### config.mk
export PLATFORM = sky130hd
export DESIGN_NAME = dec_rr_arbiter
export DESIGN_NICKNAME = d
export VERILOG_FILES = /design/src/rtl/dec_rr_arbiter.sv
export SDC_FILE = /design/constraint.sdc
export NUM_CORES = 1
export LEC_CHECK = 0
export CORE_MARGIN = 2
export CORE_UTILIZATION = 29
export CTS_BUF_LIST = sky130_fd_sc_hd__clkbuf_16
export CTS_CLUSTER_DIAMETER = 150
export DETAILED_ROUTE_END_ITERATION = 8
export DONT_BUFFER_PORTS = 1
export GPL_TIMING_DRIVEN = 0
export SYNTH_ARGS = -nofsm -noshare
export SYNTH_HDL_FRONTEND = slang
export SYNTH_SLANG_ARGS = --single-unit
export TNS_END_PERCENT = 100
### constraint.sdc
create_clock -name clock -period 5.8 [get_ports clock]
set_input_delay 1.16 -clock clock [delete_from_list [all_inputs] [get_ports clock]]
set_output_delay 1.16 -clock clock [all_outputs]
set_load 0.03 [all_outputs]
### src/rtl/dec_rr_arbiter.sv
// dec_rr_arbiter: round-robin arbiter with a bounded hold time.
//
// A two-state FSM (IDLE / GRANT) hands a single grant to one of N requesters.
// In IDLE the first active request at or above the priority pointer (with wrap)
// wins. The winner keeps the grant until it releases, drops its request, or
// reaches MAX_HOLD cycles; the pointer then moves to the owner's index + 1,
// and at least one IDLE cycle separates consecutive grants.
//
// Parameters
//   IDX_W     requester index width
//   MAX_HOLD  maximum grant length in cycles (1..255)
//   N         requester count, fixed at 2**IDX_W
//
// Ports
//   clock        single clock, rising edge
//   reset        synchronous, active-high
//   req[N]       level-sensitive request lines
//   rel          owner ends its grant ('release' is a reserved word in SV)
//   grant[N]     one-hot grant (registered)
//   grant_idx    binary index of the owner, 0 when idle (registered)
//   grant_valid  a grant is active (registered)
//   timeout      one-cycle pulse after a grant is revoked by the hold limit
module dec_rr_arbiter #(
  parameter  int IDX_W    = 4,
  parameter  int MAX_HOLD = 8,
  localparam int N        = 2**IDX_W
) (
  input  logic             clock,
  input  logic             reset,
  input  logic [N-1:0]     req,
  input  logic             rel,
  output logic [N-1:0]     grant,
  output logic [IDX_W-1:0] grant_idx,
  output logic             grant_valid,
  output logic             timeout
);

  typedef enum logic {IDLE, GRANT} state_t;

  localparam logic [7:0] HOLD_LAST = 8'(MAX_HOLD - 1);

  state_t           state, state_nx;
  logic [IDX_W-1:0] ptr, ptr_nx;
  logic [7:0]       hold_cnt, hold_nx;
  logic [N-1:0]     grant_nx;
  logic [IDX_W-1:0] idx_nx;
  logic             valid_nx, timeout_nx;

  logic [IDX_W-1:0] pick, cand;
  logic             pick_ok;
  logic             at_limit, owner_req, grant_end;

  // Rotating scan: candidate index wraps naturally in IDX_W bits.
  always_comb begin
    pick    = '0;
    pick_ok = 1'b0;
    cand    = '0;
    for (int unsigned i = 0; i < N; i++) begin
      cand = ptr + IDX_W'(i);
      if (!pick_ok && req[cand]) begin
        pick    = cand;
        pick_ok = 1'b1;
      end
    end
  end

  assign at_limit  = (hold_cnt == HOLD_LAST);
  assign owner_req = req[grant_idx];
  assign grant_end = rel || !owner_req || at_limit;

  always_comb begin
    state_nx   = state;
    ptr_nx     = ptr;
    hold_nx    = hold_cnt;
    grant_nx   = grant;
    idx_nx     = grant_idx;
    valid_nx   = grant_valid;
    timeout_nx = 1'b0;
    case (state)
      IDLE: begin
        grant_nx = '0;
        idx_nx   = '0;
        valid_nx = 1'b0;
        if (pick_ok) begin
          state_nx = GRANT;
          idx_nx   = pick;
          grant_nx = N'(1) << pick;
          valid_nx = 1'b1;
          hold_nx  = '0;
        end
      end
      GRANT: begin
        if (grant_end) begin
          state_nx   = IDLE;
          grant_nx   = '0;
          idx_nx     = '0;
          valid_nx   = 1'b0;
          hold_nx    = '0;
          ptr_nx     = grant_idx + IDX_W'(1);
          // Only a pure hold-limit revocation counts as a timeout.
          timeout_nx = at_limit && !rel && owner_req;
        end else begin
          hold_nx = hold_cnt + 8'd1;
        end
      end
      default: state_nx = IDLE;
    endcase
  end

  always_ff @(posedge clock) begin
    if (reset) begin
      state       <= IDLE;
      ptr         <= '0;
      hold_cnt    <= '0;
      grant       <= '0;
      grant_idx   <= '0;
      grant_valid <= 1'b0;
      timeout     <= 1'b0;
    end else begin
      state       <= state_nx;
      ptr         <= ptr_nx;
      hold_cnt    <= hold_nx;
      grant       <= grant_nx;
      grant_idx   <= idx_nx;
      grant_valid <= valid_nx;
      timeout     <= timeout_nx;
    end
  end

endmodule

==> results by group <==
Critical path
  – Reg2Reg Setup Slack: 370 ps
  – CP delay by family, top: buffers and inverters
  – Crit path largest cell delay: 570 ps
  – Cells along the critical path: buf_4 > inv_1 > clkbuf_2 > buf_2 > ha_1 > buf_6 > buf_6 > mux2_1 > mux4_2 > mux2_4 > nor4_4 > nand4_4 > a2111oi_4 > o21ai_1 > or2_1 > buf_4 > o41ai_2
  – Required time of the critical path: 5990 ps
  – WP depth: 17
  – Depth of the worst register-to-register path: 17
  – R2R Path End: grant[4]
  – Buf/Inv on CP: 7
  – Worst r2r src: ptr[0]
  – Crit path to: grant[4]
  – CP max FO: 10
  – WS Path Type: reg2reg
  – Slowest cell on the critical path: mux4_2
  – Startpoint Class: flip-flop
  – CP arrival: 5620 ps
  – Crit path from: ptr[0]
  – CP endpoint kind: flip-flop

Timing
  – Final Skew: 8.084 ps
  – Worst-Margin Slew: 935.8 ps
  – Fmax: 0.1842 GHz
  – Final period util: 93.63%
  – Final WS setup: 369.7 ps
  – # setup viols final: 0
  – Tmin final: 5430 ps
  – Max_slew headroom: 35.83%
  – Setup TNS: 0 ps
  – RSZ-0062 raised after global routing: false
  – Final hold vios: 0
  – Fin. max-slew vios: 0

Clock tree
  – CTS Root Cell: clkbuf_16
  – CTS tree: done
  – Setup Fix Bufs, Post-CTS: 0
  – CTS clk-pin slew, worst paths: 60 ps
  – Clock Sinks: 35
  – Clk_lat worst skew: 280 ps
  – Num CTS Buffers: 5
  – CTS max path bufs: 2
  – H-tree Lvls: 2

Synth
  – Syn_nets: 494
  – Most frequent cells after synthesis: 39 x nor2_1, 38 x mux2i_1, 36 x mux4_2, 36 x nand2_1, 35 x dfxtp_1
  – Synth area leaders: mux4_2 19%, dfxtp_1 16%, mux2i_1 8.8%
  – YS warnings: 0
  – Mapped cell area: 4325 um^2
  – Avg Synthesized Cell Area: 9.282 um^2
  – Cell taking the most area after synthesis: mux4_2
  – Predominant post-synthesis flop cell: dfxtp_1
  – Most frequent cell after synthesis: nor2_1
  – Seq/Total Area, Yosys: 16.20%
  – Synthesized flop and latch total: 35
  – Post-Syn Instances: 466
  – Post-synth cell types: 73
  – Post-synth top area share: 18.74%
  – Ys async rst share: 0%
  – Number of flops mapped to enable cells by yosys: 0

Placement
  – Final Wtd Congestion: 0.9424
  – Dpl cells: 650
  – Dpl ws: -269.1 ps
  – PortBufs: 0
  – DP Wirelength: 10960 um

Finish
  – Final Net Count: 499
  – Antenna cells: 0
  – Layout Cells excl Fill: 656
  – Core Util, Final: 32.50%
  – Ratio of cells with drive above 1 in the final layout: 20.97%
  – Synth-to-layout area growth: 9.199%
  – Fill cell total of the finished layout: 1519

Floorplan
  – Core area: 14530 um^2
  – Row count: 44
  – Starting Density: 29.76%
  – Die span in x: 126.1 um
  – Die Y: 126.1 um
  – I/O Pins: 41
  – Die area: 15910 um^2

Global routing
  – Vias in the first global route: 4089
  – Grt total ovfl: 0
  – GRT Total Usage: 18.01%
  – Initial antenna violation count: 0
  – First-pass GRT wire length: 23120 um
  – Largest net degree at the start of global routing: 13

Route
  – Drt wl/cell: 22.02 um
  – Routed vias/inst: 6.363
  – First-pass DRT Iterations: 5
  – Iter 0 DRT Violations: 386
  – Post-route DRC: 0
  – Vias: 4174
  – Post-route ant nets: 0
  – Wirelength, routed: 14440 um

Power and ir drop
  – Clk network pwr share: 11.2%
  – Psw: 1.250 mW
  – Switching portion of total power: 53.59%
  – PwrDens: 494.0 nW/um^2
  – LEAKAGE: 1.562 nW
  – Internal power: 1.083 mW
  – Peak VDD IR: 227.5 uV
  – Logic gate share of total power: 73.3%
  – Seq pwr share: 15.5%

Job
  – Max_cap viols: 0

Hold path
  – Hold Crit Class: reg2reg

Status
  – Status: completed
## per-stage QoR
stage          cell area [um^2]  hold slack, ps  power, mW
3_5_place_dp               4556           490.2      2.018
6_report                   4723           492.4      2.333
4_1_cts                    4702           502.2      2.285
2_1_floorplan              4325           458.1      1.624
3_3_place_gp               4556           471.7      2.009
5_1_grt                    4723           560.5      2.474
## registers in the layout (all words and copies together), names as in the netlist
name	flops
state	1
hold_cnt	8
grant	16
ptr	4
timeout	1
grant_valid	1
grant_idx	4
## power by group through the flow
| stage | sequential [mW] | combinational [mW] | clock (mW) |
|---|---|---|---|
| after floorplan | 0.354 | 1.27 | 0 |
| after global placement | 0.365 | 1.64 | 0 |
| after detailed placement | 0.367 | 1.65 | 0 |
| after CTS | 0.362 | 1.66 | 0.263 |
| after global routing | 0.364 | 1.83 | 0.275 |
| final | 0.361 | 1.71 | 0.261 |
## logic make-up after synthesis
logic type      share of synthesized area [%]
fa+ha+maj                               2.603
compound gates                          21.75
buf+inv                                 4.454
mux                                     32.83
simple gates                            17.73
xor+xnor                                4.426
flops                                   16.20
## metal layers
layer | global-route usage (%) | wire length, um
met1 | 24.44 | 6118
met2 | 28.15 | 6699
met3 | 3.653 | 1144
met4 | 7.111 | 481
met5 | 0 | 0
## worst min-delay path: stages, from the launching register on
cell and delay, ps:
dfxtp_1 310, o21ai_0 70, a21oi_1 60
## worst min-delay path by stage
| stage | startpoint | endpoint | slack, ps | depth (start not counted) |
|---|---|---|---|---|
| after floorplan | hold_cnt[6] | hold_cnt[6] | 460 | 2 |
| after global placement | hold_cnt[6] | hold_cnt[6] | 470 | 2 |
| after detailed placement | hold_cnt[6] | hold_cnt[6] | 490 | 2 |
| after CTS | hold_cnt[6] | hold_cnt[6] | 500 | 2 |
| after global routing | hold_cnt[6] | hold_cnt[6] | 560 | 2 |
| final | hold_cnt[6] | hold_cnt[6] | 490 | 2 |
## repair_timing
action / CTS / global route
endpoints found under the setup margin: 16 / 21
hold buffers: 0 / 0
gates resized for setup: 3 / 10
## placed cells by master (no fill, tap or decap), types with 4 or more instances in the layout
cell type / count
nor2_1: 38
mux2i_1: 38
mux4_2: 36
nand2_1: 35
dfxtp_1: 35
a21oi_1: 17
o21ai_0: 16
mux2_2: 15
xnor2_1: 14
a211oi_1: 13
nand3_1: 12
inv_1: 11
clkbuf_1: 10
buf_2: 9
nor3_1: 9
ha_1: 9
nor2b_1: 6
xor2_1: 6
a22oi_1: 6
or3_1: 6
o31ai_1: 6
o41ai_1: 6
o41ai_2: 6
clkbuf_16: 5
nand2b_1: 4
o211ai_1: 4
mux2_1: 4
nor3b_1: 4
nor4_1: 4
## final cells by class
cell class	instances	area [um^2]	share of cell area, %
Inverter	13	51.30	1.086
Sequential cell	35	700.7	14.83
Clock inverter	3	20.02	0.4238
Buffer	27	143.9	3.046
Tap cell	184	230.2	4.874
Multi-Input combinational cell	389	3452	73.09
Clock buffer	5	125.1	2.649
No activity file was read; power rests on OpenSTA's default activity.
